--- config.mk ---
export PLATFORM = sky130hd
export DESIGN_NAME = tick_sched
export DESIGN_NICKNAME = d
export VERILOG_FILES = /design/src/rtl/tick_sched.sv
export SDC_FILE = /design/constraint.sdc
export NUM_CORES = 1
export LEC_CHECK = 0
export ABC_AREA = 1
export CAP_MARGIN = 30
export CORE_MARGIN = 10
export CORE_UTILIZATION = 35
export DETAILED_ROUTE_END_ITERATION = 10
export HOLD_SLACK_MARGIN = 0.06
export PLACE_DENSITY = 0.57
export SLEW_MARGIN = 25
export SYNTH_ARGS = -nofsm -noshare
export SYNTH_HDL_FRONTEND = slang
export SYNTH_SLANG_ARGS = --single-unit
--- constraint.sdc ---
create_clock -name clock -period 2.6 [get_ports clock]
set_input_delay 0.39 -clock clock [delete_from_list [all_inputs] [get_ports clock]]
set_output_delay 0.39 -clock clock [all_outputs]
set_load 0.02 [all_outputs]
--- src/rtl/tick_sched.sv ---
// Round-robin periodic tick scheduler: N channels share one decrement/compare path.
// Optional per-channel freeze mask enabled by defining TICK_SCHED_MASK_EN.
module tick_sched #(
  parameter int unsigned W     = 8,
  parameter int unsigned S     = 2,
  parameter int unsigned START = 0
) (
  input  logic                clock,
  input  logic                reset,
  input  logic [S-1:0]        sel,
  input  logic [W-1:0]        value,
  input  logic                put,
`ifdef TICK_SCHED_MASK_EN
  input  logic [(1<<S)-1:0]   mask,
`endif
  output logic [(1<<S)-1:0]   act,
  output logic [S-1:0]        cur
);

  localparam int unsigned N       = 1 << S;
  localparam logic [W-1:0] START_V = W'(START);

  logic [S-1:0] ptr_q, ptr_d;
  logic [W-1:0] period_q [N];
  logic [W-1:0] period_d [N];
  logic [W-1:0] count_q  [N];
  logic [W-1:0] count_d  [N];
  logic [N-1:0] act_q, act_d;
  logic         svc_en;
  logic [W-1:0] cur_period, cur_count;

`ifdef TICK_SCHED_MASK_EN
  assign svc_en = mask[ptr_q];
`else
  assign svc_en = 1'b1;
`endif

  always_comb begin
    period_d   = period_q;
    count_d    = count_q;
    act_d      = '0;
    ptr_d      = ptr_q + S'(1);
    cur_period = period_q[ptr_q];
    cur_count  = count_q[ptr_q];
    // A put to the serviced channel overrides its service; count==0 is treated as disabled.
    if (svc_en && !(put && sel == ptr_q) && cur_period != '0) begin
      if (cur_count == W'(1)) begin
        act_d[ptr_q]   = 1'b1;
        count_d[ptr_q] = cur_period;
      end else if (cur_count > W'(1)) begin
        count_d[ptr_q] = cur_count - W'(1);
      end
    end
    if (put) begin
      period_d[sel] = value;
      count_d[sel]  = value;
    end
  end

  always_ff @(posedge clock or posedge reset) begin
    if (reset) begin
      ptr_q    <= '0;
      period_q <= '{default: START_V};
      count_q  <= '{default: START_V};
      act_q    <= '0;
    end else begin
      ptr_q    <= ptr_d;
      period_q <= period_d;
      count_q  <= count_d;
      act_q    <= act_d;
    end
  end

  assign act = act_q;
  assign cur = ptr_q;

endmodule

==> results.sh, run 1 <==
export IMPL_worst_ep_arrival_time_ns=2.67
export IMPL_finalPower_mw=4.835
export IMPL_drc=0
export IMPL_grt_max_degree=27
export IMPL_crit_required_ns=2.84
export IMPL_ctsHoldBuffers=0
export IMPL_grt_pass1_vias=4360
export IMPL_drv_cap=0
export IMPL_yosysTopAreaCellShare=0.3843
export IMPL_reg2reg_from="cur[0]"
export IMPL_num_vias=4576
export IMPL_insertion_delay_ns=0.35
export IMPL_startpoint_type="flop"
export IMPL_finish_utilization=0.4278
export IMPL_crit_path_end_kind="flop"
export IMPL_die_w_um=134.1
export IMPL_rr_worst_depth=15
export IMPL_r2r_end="count_q[19]"
export IMPL_cts_buffer_depth=2
export IMPL_routed_wl_um=15490
export IMPL_clkSlewWorstSetupHoldPaths_ns=0.06
export IMPL_port_buffers=18
export IMPL_antenna_found_initial=0
export IMPL_p_leak_nw=2.881
export IMPL_drive_above_1_share=0.1164
export IMPL_crit_path_end="count_q[19]"
export IMPL_rsz0062_at_grt="yes"
export IMPL_synth_area_top_cells="dfrtp_1 38%, nand2_1 29%, nand3_1 7.7%, inv_1 3.4%, o21ai_0 3.3%"
export IMPL_track_usage=0.1737
export IMPL_synth_warning_count=0
export IMPL_clock_sinks=70
export IMPL_core_um2=12670
export IMPL_power_density_nw_per_um2=892.0
export IMPL_synthToLayoutAreaGrowth_pct=18.91
export IMPL_dp_hpwl_um=11350
export IMPL_hold_viol_final=0
export IMPL_synth_nets=711
export IMPL_yosysTopAreaCell="dfrtp_1"
export IMPL_cts_buffers=9
export IMPL_drt_iter0_drc=468
export IMPL_fmax_mhz=412.5
export IMPL_postRouteAntennaNets=0
export IMPL_syn_area_um2=4558
export IMPL_slew_viol_final=0
export IMPL_fill_cells=1298
export IMPL_crit_start="cur[0]"
export IMPL_fp_row_count=41
export IMPL_max_vdd_ir_drop_v=0.0004861
export IMPL_overflow=0
export IMPL_first_pass_iters=5
export IMPL_regArea_um2=1753
export IMPL_fp_dieH_um=134.1
export IMPL_hold_class="in -> async"
export IMPL_tightest_slew_ns=0.6702
export IMPL_wl_per_cell_um=17.18
export IMPL_skew_ns=0.008656
export IMPL_synth_edff_count=0
export IMPL_synth_cell_types=29
export IMPL_cp_max_fo=13
export IMPL_r2r_slack_ns=0.18
export IMPL_synth_seq_area_share=0.3843
export IMPL_cts_root_buf="clkbuf_16"
export IMPL_setup_tns_ns=0
export IMPL_yosysMostFrequentCell="nand2_1"
export IMPL_fp_dieArea_um2=17990
export IMPL_yosys_top_cells_count="356 x nand2_1, 70 x dfrtp_1, 70 x nand3_1"
export IMPL_antenna_cells=0
export IMPL_grt_pass1_wl_um=24290
export IMPL_avgViaCountPerCell=5.073
export IMPL_async_flop_share=1.000
export IMPL_avgSynthCellArea_um2=6.587
export IMPL_start_util=0.3597
export IMPL_h_tree_depth=3
export IMPL_cts_tree="built"
export IMPL_ys_flop_type="dfrtp_1"
export IMPL_multi_input_area_um2=2479
export IMPL_ys_seq_elements=70
export IMPL_preCtsSetupSlack_ns=0.03885
export IMPL_final_setup_worst_slack_ns=0.1758
export IMPL_ioPinCount=19
export IMPL_nets=745
export IMPL_status="finished, final reports clean"
export IMPL_critical_path_class="reg -> reg"
export IMPL_layout_min_cycle_time_ns=2.424
export IMPL_maxSlewHeadroom=0.5527
export IMPL_setup_viol=0
export IMPL_syn_inst=692
export IMPL_period_share=0.9324
export IMPL_place_gp_congestion=0.9287
-- metrics by stage --
stage               instances  area, µm²  hold slack (ns)
detailed placement        880       4982           0.4593
global route              902       5420           0.4867
CTS                       895       5306           0.4485
global placement          880       4982           0.4552
floorplan                 692       4558           0.4417
finish                    902       5420           0.4302
-- per-layer routing --
layer  global-route usage  routed length [µm]  up-vias
met4              0.07678                 480        0
met2               0.2767                7233      151
met5                    0                   0        -
met3              0.04070                 834       30
li1                     -                   -     2267
met1               0.2191                6943     2128
-- critical path, cell delays in order, from the launching register on --
cell	delay, ns
dfrtp_2	0.46
clkbuf_2	0.16
buf_4	0.18
nand2_1	0.06
nand3_1	0.11
nand2_2	0.15
nand2_2	0.08
nor2_4	0.17
nand2_4	0.16
buf_4	0.21
nand2_1	0.23
nand2_1	0.09
nand3_1	0.09
nand2_1	0.06
nand2_1	0.06
nand2_1	0.05
-- worst min path at each step --
| stage | start | to | slack (ns) | depth (start not counted) |
|---|---|---|---|---|
| global route | reset | count_q[11] | 0.49 | 2 |
| finish | reset | count_q[3] | 0.43 | 2 |
| global placement | period_q[1] | period_q[1] | 0.46 | 2 |
| detailed placement | period_q[6] | period_q[6] | 0.46 | 2 |
| CTS | reset | period_q[8] | 0.45 | 2 |
| floorplan | period_q[0] | period_q[0] | 0.44 | 2 |
-- cells by family (layout without fill, tap and decap cells) --
logic type,count (synthesis),in the layout,share of synthesized area
AOI/OAI and AO/OA,53,53,0.06588
adders and majority gates,6,6,0.01647
buffers and inverters,74,112,0.08235
DFF,70,70,0.3843
and+or+nand+nor,489,489,0.4510
-- cell type report --
cell class,count,share of cell area
multi-input combinational,548,0.4573
sequential,70,0.3234
timing repair buffer,50,0.08633
clock buffer,12,0.04732
tap,172,0.03970
inverter,47,0.03347
clock inverter,3,0.01247
-- sequential cells by signal, indices dropped and copies added (netlist names) --
| signal | count |
|---|---|
| act | 4 |
| count_q | 32 |
| cur | 2 |
| period_q | 32 |
-- layout by cell type, fill, tap and decap left out, drive strengths merged, types with 12 or more instances in the layout --
cell type      Yosys  final
clkdlybuf4s50      0     18
clkbuf             7     13
a21oi             12     12
nand4             16     16
nand2            373    373
o21ai             34     34
dfrtp             70     70
buf               20     31
nor2              22     22
inv               44     44
nand3             72     72
-- power by group --
part / internal, mW / switching (mW)
Sequential: 1.41 / 0.255
Combinational: 0.638 / 1.16
Clock: 0.887 / 0.482
Total: 2.93 / 1.90
-- what timing repair did --
action / in CTS / in global routing
setup endpoints to repair: 0 / 32
hold endpoints to repair: 0 / 0
resized for setup: 0 / 14
buffers inserted: 0 / 7
No activity file was read; power rests on OpenSTA's default activity.
==> run 2: changes to the inputs <==
RECOVER_POWER = 50   (was not set)
==> results of run 2 <==
No change in the layout: final DEF, timing and power equal those of run 1.
